[config.mk]
export PLATFORM = sky130hd
export DESIGN_NAME = apu_mixer_seq
export DESIGN_NICKNAME = d
export VERILOG_FILES = /design/src/rtl/apu_mixer_seq.sv
export SDC_FILE = /design/constraint.sdc
export NUM_CORES = 1
export LEC_CHECK = 0
export ABC_AREA = 1
export CORE_AREA = 4 4 128 93
export DETAILED_ROUTE_END_ITERATION = 6
export DIE_AREA = 0 0 132 97
export GPL_TIMING_DRIVEN = 1
export PLACE_DENSITY = 0.67
export SLEW_MARGIN = 25
export SYNTH_ARGS = -nofsm -noshare
export SYNTH_HDL_FRONTEND = slang
export SYNTH_SLANG_ARGS = --single-unit
[constraint.sdc]
create_clock -name apuv_4mhz -period 7 [get_ports apuv_4mhz]
set_clock_uncertainty 0.05 [all_clocks]
set_input_delay 1.05 -clock apuv_4mhz [delete_from_list [all_inputs] [get_ports apuv_4mhz]]
set_output_delay 1.05 -clock apuv_4mhz [all_outputs]
set_load 0.05 [all_outputs]
[src/rtl/apu_mixer_seq.sv]
// Stereo mixer: 8-phase frame sums ch1..ch4+VIN per side, then scales by (vol+1) via shift-add.
// Latency: one sample word every 8 apuv_4mhz edges, strobed by sample_valid; free-running, no backpressure.

module apu_mixer_side #(
   parameter int SAMPLE_W = 4,
   parameter bit VIN_EN   = 1'b1
) (
   input  logic                  clk_i,
   input  logic                  rst_ni,
   input  logic [2:0]            phase_i,
   input  logic [SAMPLE_W-1:0]   ch1_i,
   input  logic [SAMPLE_W-1:0]   ch2_i,
   input  logic [SAMPLE_W-1:0]   ch3_i,
   input  logic [SAMPLE_W-1:0]   ch4_i,
   input  logic [3:0]            nactive_i,
   input  logic [3:0]            mixer_i,
   input  logic [2:0]            nvolume_i,
   input  logic                  vin_ena_i,
   input  logic [SAMPLE_W-1:0]   vin_i,
   output logic [SAMPLE_W+5:0]   out_o
);
   localparam int SUM_W = SAMPLE_W + 3;
   localparam int OUT_W = SAMPLE_W + 6;

   logic [SUM_W-1:0]    sum_q, sum_d;
   logic [OUT_W-1:0]    prod_q, prod_d;
   logic [OUT_W-1:0]    out_q, out_d;
   logic [SAMPLE_W-1:0] term;
   logic [OUT_W-1:0]    sum_ext;
   logic [2:0]          vol;

   assign vol     = ~nvolume_i;
   assign sum_ext = {3'b000, sum_q};

   // Only the source owned by the current phase is looked at, so late register writes hit later phases only.
   always_comb begin
      term = '0;
      case (phase_i)
         3'd0: if (mixer_i[0] && !nactive_i[0]) term = ch1_i;
         3'd1: if (mixer_i[1] && !nactive_i[1]) term = ch2_i;
         3'd2: if (mixer_i[2] && !nactive_i[2]) term = ch3_i;
         3'd3: if (mixer_i[3] && !nactive_i[3]) term = ch4_i;
         3'd4: if (VIN_EN && vin_ena_i) term = vin_i;
         default: term = '0;
      endcase
   end

   always_comb begin
      sum_d  = sum_q;
      prod_d = prod_q;
      out_d  = out_q;
      case (phase_i)
         3'd0: sum_d = {3'b000, term};
         3'd1, 3'd2, 3'd3, 3'd4: sum_d = sum_q + {3'b000, term};
         3'd5: prod_d = sum_ext + (vol[0] ? sum_ext : '0);
         3'd6: prod_d = prod_q + (vol[1] ? (sum_ext << 1) : '0);
         3'd7: out_d  = prod_q + (vol[2] ? (sum_ext << 2) : '0);
         default: ;
      endcase
   end

   always_ff @(posedge clk_i or negedge rst_ni) begin
      if (!rst_ni) begin
         sum_q  <= '0;
         prod_q <= '0;
         out_q  <= '0;
      end else begin
         sum_q  <= sum_d;
         prod_q <= prod_d;
         out_q  <= out_d;
      end
   end

   assign out_o = out_q;
endmodule

module apu_mixer_seq #(
   parameter int SAMPLE_W = 4,
   parameter bit VIN_EN   = 1'b1
) (
   input  logic                  apuv_4mhz,
   input  logic                  napu_reset,
   input  logic [SAMPLE_W-1:0]   ch1_out,
   input  logic [SAMPLE_W-1:0]   ch2_out,
   input  logic [SAMPLE_W-1:0]   ch3_out,
   input  logic [SAMPLE_W-1:0]   ch4_out,
   input  logic                  nch1_active,
   input  logic                  nch2_active,
   input  logic                  nch3_active,
   input  logic                  nch4_active,
   input  logic [3:0]            lmixer,
   input  logic [3:0]            rmixer,
   input  logic [2:0]            nlvolume,
   input  logic [2:0]            nrvolume,
   input  logic                  vin_l_ena,
   input  logic                  vin_r_ena,
   input  logic [SAMPLE_W-1:0]   vin_in,
   output logic [SAMPLE_W+5:0]   lout,
   output logic [SAMPLE_W+5:0]   rout,
   output logic                  sample_valid,
   output logic [2:0]            phase
);
   logic [2:0] phase_q, phase_d;
   logic       valid_q, valid_d;
   logic [3:0] nactive;

   assign nactive = {nch4_active, nch3_active, nch2_active, nch1_active};
   assign phase_d = phase_q + 3'd1;
   assign valid_d = (phase_q == 3'd7);

   always_ff @(posedge apuv_4mhz or negedge napu_reset) begin
      if (!napu_reset) begin
         phase_q <= 3'd0;
         valid_q <= 1'b0;
      end else begin
         phase_q <= phase_d;
         valid_q <= valid_d;
      end
   end

   apu_mixer_side #(.SAMPLE_W(SAMPLE_W), .VIN_EN(VIN_EN)) u_left (
      .clk_i     (apuv_4mhz),
      .rst_ni    (napu_reset),
      .phase_i   (phase_q),
      .ch1_i     (ch1_out),
      .ch2_i     (ch2_out),
      .ch3_i     (ch3_out),
      .ch4_i     (ch4_out),
      .nactive_i (nactive),
      .mixer_i   (lmixer),
      .nvolume_i (nlvolume),
      .vin_ena_i (vin_l_ena),
      .vin_i     (vin_in),
      .out_o     (lout)
   );

   apu_mixer_side #(.SAMPLE_W(SAMPLE_W), .VIN_EN(VIN_EN)) u_right (
      .clk_i     (apuv_4mhz),
      .rst_ni    (napu_reset),
      .phase_i   (phase_q),
      .ch1_i     (ch1_out),
      .ch2_i     (ch2_out),
      .ch3_i     (ch3_out),
      .ch4_i     (ch4_out),
      .nactive_i (nactive),
      .mixer_i   (rmixer),
      .nvolume_i (nrvolume),
      .vin_ena_i (vin_r_ena),
      .vin_i     (vin_in),
      .out_o     (rout)
   );

   assign sample_valid = valid_q;
   assign phase        = phase_q;
endmodule

Word-level counts from Yosys, hierarchy flattened
Cells that the tools add are included.
W data, S select, Z words.
- input port bits: 42
- output and inout port bits: 24
- register bits after elaboration: 58
- word-level logic and storage cells: 64
- bitwise gates (word level): 2
- eq/ne operators: 7
- $add $sub $neg: 9
- reductions and logical operators: 16
- mux-type cells: 22
- operators with widths (operator ; number):
    $add A10 B10 Y10 ; 4
    $mux W4 ; 10
    $pmux W10 S2 ; 2
    $pmux W4 S5 ; 2
    $pmux W7 S2 ; 2
    $add A7 B10 Y10 ; 2
    $mux W9 ; 2
    $mux W8 ; 2
    $add A7 B4 Y7 ; 2
    $mux W7 ; 2
    $eq A3 B3 Y1 const B ; 4
    $logic_and A1 B1 Y1 ; 8
    $eq A3 B2 Y1 const B ; 2
    $not A3 Y3 ; 2
    $logic_not A1 Y1 ; 4
    $reduce_bool A2 Y1 ; 2
    $reduce_or A4 Y1 ; 1
    $add A3 B1 Y3 const B ; 1
    $eq A3 B1 Y1 const B ; 1
    $logic_not A3 Y1 ; 1

Depth between registers and ports, before layout
Gate-level depths: netlist (run 1).
- depth in word-level cells: 6
- gate-level depth with buffers: 17

By module
A second synthesis (run 1) with hierarchy kept.
- cell total of the unflattened synthesis: 667
- area total of the unflattened synthesis: 4659.5 um2
- by module, submodules not included (module ; times used ; area an instance (um2) ; cells each):
    apu_mixer_side (u_left) ; 1 ; 2280.9 ; 334
    apu_mixer_side (u_right) ; 1 ; 2249.7 ; 326
    apu_mixer_seq ; 1 ; 128.9 ; 7

Least setup slack after synthesis (run 1)
OpenSTA, ideal clock, no wires.
- path kind: reg-to-reg
- start point: register phase_q[2] (netlist: phase[2])
- end point: register u_left.sum_q[6]
- period minus slack after synthesis: 2.757 ns
- data required time: 6.823 ns
- path slack: 4.243 ns
- cell stages (with the launch flop): 17
- data arrival time: 2.580 ns
- library setup time: 0.127 ns
- path through: dfrtp_1 > buf_6 > inv_2 > ha_1 > buf_2 > nand3_1 > nand2_1 > nor2_1 > nand3_1 > ha_1 > fa_1 > nand3_1 > nand2_1 > nand2_1 > o21ai_0 > nand3_1 > o21ai_0
- cells in the longest elaborated chain, start to end: 4
- elaborated cells between the ends (all ways): 10
- classes of those cells: add/sub (1); eq/ne (4); mux (2); reduce/logical (3)
- RTL lines (element ; line ; source):
    from (decl) ; 103 ; logic [2:0] phase_q, phase_d;
    from (signal assigned) ; 116 ; phase_q <= phase_d;
    $eq A3 B3 Y1 (tied with other cells) ; 38, 52 ;
    $pmux W4 S5 ; 38 ; case (phase_i)
    $add A7 B4 Y7 ; 54 ; 3'd1, 3'd2, 3'd3, 3'd4: sum_d = sum_q + {3'b000, term};
    $pmux W7 S2 ; 52 ; case (phase_i)
    to (signal assigned) ; 68 ; sum_q <= sum_d;
    to (decl) ; 25 ; logic [SUM_W-1:0] sum_q, sum_d;
Parallel ways exist; a longest one is shown, timed or not.
A chain may end at the register's enable or synchronous reset.

Worst setup path in the final report (run 1)
- start point: input nch3_active
- end point: register u_right.sum_q[6]
- cells in the longest elaborated chain, start to end: 6
- RTL lines (element ; line ; source):
    from (decl) ; 89 ; input logic nch3_active,
    $logic_not A1 Y1 ; 41 ; 3'd2: if (mixer_i[2] && !nactive_i[2]) term = ch3_i;
    $logic_and A1 B1 Y1 ; 41 ;
    $mux W4 ; 41 ;
    $pmux W4 S5 ; 38 ;
    $add A7 B4 Y7 ; 54 ;
    $pmux W7 S2 ; 52 ;
    to (signal assigned) ; 68 ;
    to (decl) ; 25 ;
No other way between the ends.

==> flow_summary.ini, run 1 <==
[finish]
diodes = 0
layout-drive-gt1-share_pct = 5.18
fin_util_pct = 53.7
fillers = 1021
fin_nets = 838
final_cell_mix = nand2_1, nand3_1, inv_1
area_delta_synth_final_pct = 21.9
final_common_cell = nand2_1

[setup_path]
cp_data_required_time_ns = 7.16
ff2ff_path_depth = 13
crit_fanout = 3
path_class = input port to flip-flop
endpoint_kind = flip-flop
arrival_ns = 3.22
critPathLaunchType = input port

[place]
gp_congestion = 0.936
hpwl_mm = 9.83
portBuffers = 65
dp_slack_ns = 3.67

[pwr]
p_leak_nw = 3.01
ir_drop_v = 0.000123
power.density_nw_per_um2 = 233

[clock_tree]
postCtsHoldBufs = 0
cts.repair.resized = 0
clk_latency_ns = 0.33
post-cts-setup-buffers = 0
htreeDepth = 3
cts_tree = yes
path_clk_slew_ns = 0.05
clockBufferDepth = 2
cts_made_buffers = 9
clock_sinks = 58
cts-root-buf = clkbuf_16

[routing]
totalWireLength_mm = 12.6
vias = 4688
drtIter0Drc = 361
ant_nets = 0
drc = 0
drt_first_pass_iters = 6
wl_per_cell_um = 14.2
routed_via_density = 5.27

[min_path]
min_path_type = flip-flop to flip-flop
min_path_cells = 2

[logic_synthesis]
synth_edf_count = 0
async_flop_share_pct = 100
netlist_area_um2 = 4750
synthCells = 683
synth_top_flop_cell = dfrtp_1
synth_nets = 773
synth_top_area_share_pct = 30.6
yosysWarningCount = 0
ys_ff_latch = 58
synthTopCellsByArea = dfrtp_1, nand2_1, ha_1
yosysSeqAreaShare_pct = 30.6
yosys.area.top_type = dfrtp_1
avgSynthCellArea_um2 = 6.95
ys_types = 36

[run_status]
status = finished clean

[timing]
relSlewSlack_pct = 47.3
setup_tns_ns = 0
drv_slew = 0
max_freq_mhz = 327
worstMarginPinSlew_ns = 0.788
fin_crit_sh_pct = 43.7
rsz0062_at_grt = false
setup_ws_ns = 3.94
setup_viol = 0
hold_viol = 0
period_needed_ns = 3.06

[global_route]
grt_pass1_wl_mm = 21.2
grt-ovfl-total = 0
grt_max_degree = 59
antenna_found_initial = 0
grtUsageTotal_pct = 20.0
grt_pass1_vias = 4568

[floorplanning]
die_h_um = 97
io_pins = 66
row_count = 32
core-area_um2 = 10800
start_util_pct = 44.1
dieArea_um2 = 12800
die_width_um = 132

[run]
cap_violations = 0
## registers in the layout, indices dropped and copies added, names as in the netlist
| register | cells |
|---|---|
| phase | 3 |
| u_right.prod_q | 10 |
| u_left.sum_q | 7 |
| u_right.out_o | 10 |
| u_left.out_o | 10 |
| u_left.prod_q | 10 |
| u_right.sum_q | 7 |
| sample_valid | 1 |
## routing by layer
layer,share of wire (%),GRT usage [%]
met5,0,0
met4,0.69,3.87
met3,5.8,5.09
met2,45,31.5
met1,49,28.0
## synthesized netlist by cell type (4+ instances only)
cell type  number
o21ai_0        40
fa_1            6
o211ai_1        8
clkbuf_1        5
nand3b_1        4
nor3_1          5
dfrtp_1        58
nand3_1        84
inv_2           6
buf_2           5
a21oi_1        35
xnor2_1         5
nand2_1       188
nand4_1        12
or2_2           6
ha_1           42
inv_1          77
nor2_1         67
## worst paths after layout
check | to | from | slack, ns
max | u_right.sum_q[6]$_DFFE_PN0P_ | nch3_active | 3.94
min | u_left.out_o[8]$_DFFE_PN0P_ | u_left.out_o[8]$_DFFE_PN0P_ | 0.43
max reg2reg | u_left.sum_q[6]$_DFFE_PN0P_ | phase[2]$_DFF_PN0_ | 4.12
min reg2reg | u_left.out_o[8]$_DFFE_PN0P_ | u_left.out_o[8]$_DFFE_PN0P_ | 0.43
max in group asynchronous | u_left.prod_q[6]$_DFFE_PN0P_ | napu_reset | 5.56
min in group asynchronous | phase[0]$_DFF_PN0_ | napu_reset | 0.81
## power by group
| group | internal, mW | switching (mW) |
|---|---|---|
| Sequential | 0.405 | 0.0526 |
| Combinational | 0.179 | 0.297 |
| Clock | 0.267 | 0.146 |
## area by class of cell
| class | count | area [um^2] | area share, % |
|---|---|---|---|
| repair buffers | 66 | 653 | 11.3 |
| clock inverters | 2 | 10.0 | 0.173 |
| flip-flops and latches | 58 | 1450 | 25.1 |
| multi-input cells | 527 | 2900 | 50.2 |
| well taps | 136 | 170 | 2.94 |
| clock buffers | 14 | 274 | 4.73 |
| inverters | 86 | 325 | 5.62 |
## logic make-up (layout without fill, tap and decap cells)
logic type / Yosys count / after routing / synth area share (%)
AND/OR/NAND/NOR: 374 / 374 / 34.6
buffers and inverters: 98 / 168 / 8.25
XOR/XNOR: 8 / 8 / 1.48
AO/OA/AOI/OAI: 97 / 97 / 11.5
flip-flops: 58 / 58 / 30.6
adder cells (fa/ha/maj): 48 / 48 / 13.6
## per-stage QoR
step           instances  area, um^2  power (mW)  hold slack [ns]
3_3_place_gp         873        5500       0.931            0.415
6_report             889        5790        1.35            0.427
4_1_cts              889        5790        1.36            0.433
5_1_grt              889        5790        1.44            0.449
3_5_place_dp         873        5500       0.939            0.419
2_1_floorplan        683        4750       0.775            0.394
## critical path, stage by stage
cell and delay [ns]:
clkdlybuf4s50_1 0.46, inv_1 0.07, nand2_1 0.11, nor3_1 0.06
nor2_1 0.15, nand4_1 0.15, ha_1 0.25, fa_1 0.42
nand3_1 0.11, nand2_1 0.08, nand2_1 0.08, o21ai_0 0.07
nand3_1 0.08, o21ai_0 0.08
(Power assumes the default switching activity.)
==> run 2, diff against run 1 <==
==> constraint.sdc (replaced) <==
create_clock -name apuv_4mhz -period 2.85 [get_ports apuv_4mhz]
set_clock_uncertainty 0.05 [all_clocks]
set_input_delay 0.4275 -clock apuv_4mhz [delete_from_list [all_inputs] [get_ports apuv_4mhz]]
set_output_delay 0.4275 -clock apuv_4mhz [all_outputs]
set_load 0.05 [all_outputs]
==> flow_summary.ini, run 2 (same netlist as run 1, synthesis figures left out) <==
[run_status]
status = finished clean

[setup_path]
crit_top_cell = nand2_1
cp_slowest_cell = dfrtp_1
rrSetupSlack_ns = 0.21
worstReg2RegEnd = u_right.sum_q[6]$_DFFE_PN0P_
cp_data_required_time_ns = 3.04
critPathLaunchType = flip-flop
crit_chain = inv_1, ha_2, inv_1, nor2_4, nand2_1, nor2_1, nor2_1, nand4_1, ha_1, fa_1, nand3_1, nand2_1, nand2_1, o21ai_0, nand3_1, o21ai_0
ff2ff_path_depth = 16
endpoint_kind = flip-flop
slowest_delay_ns = 0.41
arrival_ns = 2.83
path_class = flip-flop to flip-flop
crit_fanout = 7
worstReg2RegStart = phase[1]$_DFF_PN0_

[clock_tree]
cts_made_buffers = 9
postCtsHoldBufs = 0
htreeDepth = 3
cts-root-buf = clkbuf_16
clk_latency_ns = 0.33
clock_sinks = 58
path_clk_slew_ns = 0.05
cts_tree = yes
clockBufferDepth = 2

[timing]
setup_viol = 0
period_needed_ns = 2.64
hold_ws_ns = 0.116
worstMarginPinSlew_ns = 0.756
rsz0062_at_grt = false
setup_tns_ns = 0
drv_slew = 0
fin_crit_sh_pct = 92.7
hold_viol = 0
setup_ws_ns = 0.208
max_freq_mhz = 378
relSlewSlack_pct = 49.4

[global_route]
grt_pass1_wl_mm = 21.2
antenna_found_initial = 0
grt_pass1_vias = 4527
grt_max_degree = 31
grtUsageTotal_pct = 19.9
grt-ovfl-total = 0

[routing]
totalWireLength_mm = 12.4
routed_via_density = 5.29
ant_nets = 0
drc = 0
drtIter0Drc = 341
drt_first_pass_iters = 5
wl_per_cell_um = 13.8
vias = 4731

[floorplanning]
io_pins = 66
die_h_um = 97
die_width_um = 132
start_util_pct = 44.1
core-area_um2 = 10800
row_count = 32
dieArea_um2 = 12800

[finish]
final_cell_mix = nand2_1, nand3_1, inv_1
fin_nets = 846
area_delta_synth_final_pct = 22.8
layout-drive-gt1-share_pct = 6.20
fin_cells = 894
final_common_cell = nand2_1
finalInstanceArea_um2 = 5830
fin_util_pct = 54.1
diodes = 0

[place]
placed_area_um2 = 5560
dp.cells = 879
dp_slack_ns = 0.128
gp_congestion = 0.961
portBuffers = 65
hpwl_mm = 9.97

[run]
cap_violations = 0

[pwr]
p_leak_nw = 3.03
finalPower_mw = 3.21
power.density_nw_per_um2 = 551
ir_drop_v = 0.000322

[min_path]
min_path_type = input port to asynchronous set/reset pin
==> run 2: power by group <==
group	switching (mW)	total, mW	internal [mW]
Clock	0.349	0.920	0.571
Combinational	0.731	1.17	0.441
Sequential	0.125	1.12	0.995
Total	1.21	3.21	2.01
==> run 2: critical path, delay by kind of cell (launching register included) <==
family | cells | cell delay (ns)
compound gates | 2 | 0.22
fa+ha+maj | 3 | 0.66
buf+inv | 2 | 0.18
flops | 1 | 0.41
simple gates | 9 | 1.04
==> run 2: final cells by class <==
type / instances / area (um^2)
inverter: 86 / 325
multi-input combinational: 527 / 2920
tap: 136 / 170
fill: 1019 / 4940
timing repair buffer: 74 / 726
clock buffer: 12 / 236
sequential: 58 / 1450
clock inverter: 1 / 5.00
==> run 2: metal layers <==
layer / wire length, um / GRT usage [%] / up-vias
met5: 0 / 0 / -
met4: 109 / 3.87 / 0
met3: 755 / 4.63 / 14
met2: 5470 / 30.9 / 125
met1: 6040 / 28.5 / 2193
li1: - / - / 2399
==> run 2: worst max path at each step <==
stage / start / endpoint / slack (ns)
after floorplan: phase[2]$_DFF_PN0_ / u_left.sum_q[6]$_DFFE_PN0P_ / 0.09
after global placement: phase[0]$_DFF_PN0_ / u_left.sum_q[6]$_DFFE_PN0P_ / 0.21
after detailed placement: phase[0]$_DFF_PN0_ / u_left.sum_q[6]$_DFFE_PN0P_ / 0.13
after CTS: phase[0]$_DFF_PN0_ / u_left.sum_q[6]$_DFFE_PN0P_ / 0.11
after global routing: phase[1]$_DFF_PN0_ / u_right.sum_q[6]$_DFFE_PN0P_ / 0.007
final: phase[1]$_DFF_PN0_ / u_right.sum_q[6]$_DFFE_PN0P_ / 0.21
==> run 2: what timing repair did <==
item                                    4_1_cts  5_1_grt
endpoints found under the setup margin        0        4
resized for setup                             0        4
buffers inserted                              0        2
==> run 3, diff against run 2 <==
--- a/config.mk
+++ b/config.mk
@@ -6,12 +6,14 @@
 export NUM_CORES = 1
 export LEC_CHECK = 0
 export ABC_AREA = 1
-export CORE_AREA = 4 4 128 93
+export CORE_AREA = 4 4 127 93
 export DETAILED_ROUTE_END_ITERATION = 6
-export DIE_AREA = 0 0 132 97
+export DIE_AREA = 0 0 131 97
 export GPL_TIMING_DRIVEN = 1
 export PLACE_DENSITY = 0.67
+export SKIP_CTS_REPAIR_TIMING = 1
 export SLEW_MARGIN = 25
 export SYNTH_ARGS = -nofsm -noshare
 export SYNTH_HDL_FRONTEND = slang
+export SYNTH_HIERARCHICAL = 1
 export SYNTH_SLANG_ARGS = --single-unit
==> flow_summary.ini, run 3 <==
[global_route]
top_usage_layer = met1
grt_pass1_wl_mm = 21.3
use_met1_pct = 30.6
grt_pass1_vias = 4512
grtUsageTotal_pct = 21.0
grt_max_degree = 30
antenna_found_initial = 0
grt_use_met3_pct = 6.24
grt-ovfl-total = 0
use_met2_pct = 30.0

[routing]
drtIter0Drc = 287
wl_per_cell_um = 14.7
drt_first_pass_iters = 5
drc = 0
totalWireLength_mm = 13.1
ant_nets = 0
routed_via_density = 5.42
vias = 4803

[timing]
setup_viol = 0
period_needed_ns = 2.63
relSlewSlack_pct = 54.1
worstMarginPinSlew_ns = 0.689
setup_tns_ns = 0
fin_crit_sh_pct = 92.4
drv_slew = 0
hold_ws_ns = 0.0976
hold_viol = 0
max_freq_mhz = 380
rsz0062_at_grt = false

[logic_synthesis]
ys_ff_latch = 58
ys_types = 36
avgSynthCellArea_um2 = 6.99
async_flop_share_pct = 100
synthTopCellsByCount = nand2_1, inv_1, nor2_1
synth_top_area_share_pct = 31.1
synthTopCellsByArea = dfrtp_1, nand2_1, ha_1
yosys.area.top_type = dfrtp_1
synth_top_flop_cell = dfrtp_1
netlist_area_um2 = 4660
synthCells = 667
yosysSeqAreaShare_pct = 31.1
synth_nets = 753
yosysWarningCount = 6
synth_edf_count = 0
synth.most_common_cell = nand2_1

[finish]
final_cell_mix = nand2_1, inv_1, nor2_1
fin_nets = 831
diodes = 0
layout-drive-gt1-share_pct = 6.93
area_delta_synth_final_pct = 24.6
final_common_cell = nand2_1

[setup_path]
endpoint_kind = flip-flop
arrival_ns = 2.80
cp_data_required_time_ns = 3.01
rrSetupSlack_ns = 0.22
critPathLaunchType = flip-flop
ff2ff_path_depth = 13
crit_top_cell = nand3_1
slowest_delay_ns = 0.67
worstReg2RegStart = phase[0]$_DFF_PN0_
crit_chain = inv_2, nand3_1, nor2_1, a32oi_1, nand3_1, ha_1, fa_1, nand3_1, nand2_1, nand2_1, o21ai_0, nand3_1, nand2_1
crit_fanout = 13
cp_slowest_cell = dfrtp_1
path_class = flip-flop to flip-flop
worstReg2RegEnd = u_left/sum_q[6]$_DFFE_PN0P_

[clock_tree]
clock_sinks = 58
cts-root-buf = clkbuf_16
path_clk_slew_ns = 0.05
clk_latency_ns = 0.33
cts_made_buffers = 9
clockBufferDepth = 2
cts_tree = yes
htreeDepth = 3

[floorplanning]
die_h_um = 97
dieArea_um2 = 12700
io_pins = 66
row_count = 32
start_util_pct = 43.6
die_width_um = 131
core-area_um2 = 10700

[place]
gp_congestion = 1.01
portBuffers = 65
hpwl_mm = 10.6

[run]
cap_violations = 0

[pwr]
finalPower_mw = 3.49
power.density_nw_per_um2 = 602
ir_drop_v = 0.000446
p_leak_nw = 2.97

[min_path]
min_path_type = input port to asynchronous set/reset pin

[run_status]
status = finished clean
==> run 3: layer usage <==
layer / vias to the layer above / wire, um
met1: 2229 / 6390
li1: 2366 / -
met5: - / 0
met3: 20 / 1090
met2: 188 / 5360
met4: 0 / 225
==> run 3: area by class of cell <==
cell class / count / area, um^2
Sequential cell: 58 / 1450
Tap cell: 136 / 170
Inverter: 88 / 330
Timing Repair Buffer: 71 / 691
Clock buffer: 11 / 243
Clock inverter: 5 / 53.8
Fill cell: 1022 / 4880
Multi-Input combinational cell: 517 / 2870
==> run 3: critical path: cells and delay by family, from the launching register on <==
kind                       cells  cell delay [ns]
AOI/OAI and AO/OA              2             0.28
adders and majority gates      2             0.70
buffers and inverters          1             0.08
DFF                            1             0.67
and+or+nand+nor                8             0.73
==> run 3: worst max-delay path by stage <==
stage | from | end | slack, ns | cells past startpoint
CTS | phase[0]$_DFF_PN0_ | u_left/sum_q[3]$_DFFE_PN0P_ | 0.22 | 11
global placement | nch4_active | u_right/sum_q[2]$_DFFE_PN0P_ | 0.20 | 11
finish | phase[0]$_DFF_PN0_ | u_left/sum_q[6]$_DFFE_PN0P_ | 0.22 | 13
global route | phase[0]$_DFF_PN0_ | u_left/sum_q[6]$_DFFE_PN0P_ | 0.004 | 13
detailed placement | nch1_active | u_right/sum_q[6]$_DFFE_PN0P_ | 0.16 | 12
floorplan | phase[2]$_DFF_PN0_ | u_right/sum_q[2]$_DFFE_PN0P_ | 0.16 | 10
==> run 3: through the flow <==
stage          utilization, %  worst slack [ns]  cells  cell area, um^2
2_1_floorplan               -             0.157    667             4660
3_3_place_gp             51.5             0.203    870             5500
3_5_place_dp             51.5             0.163    870             5500
4_1_cts                  54.2             0.225    886             5800
5_1_grt                  54.3           0.00399    886             5810
6_report                 54.3             0.215    886             5810
==> run 3: cells by family after synthesis <==
kind of cell / after synthesis / share of synthesized area (%)
DFF: 58 / 31.1
and+or+nand+nor: 361 / 33.9
AOI/OAI and AO/OA: 103 / 13.0
adders and majority gates: 44 / 12.8
buffers and inverters: 92 / 7.47
xor gates and xnor gates: 9 / 1.69
==> run 3: report_power, final <==
| part | switching [mW] | total (mW) | internal, mW |
|---|---|---|---|
| logic | 0.805 | 1.27 | 0.469 |
| registers | 0.146 | 1.14 | 0.999 |
| clock network | 0.378 | 1.07 | 0.697 |
| total | 1.33 | 3.49 | 2.16 |
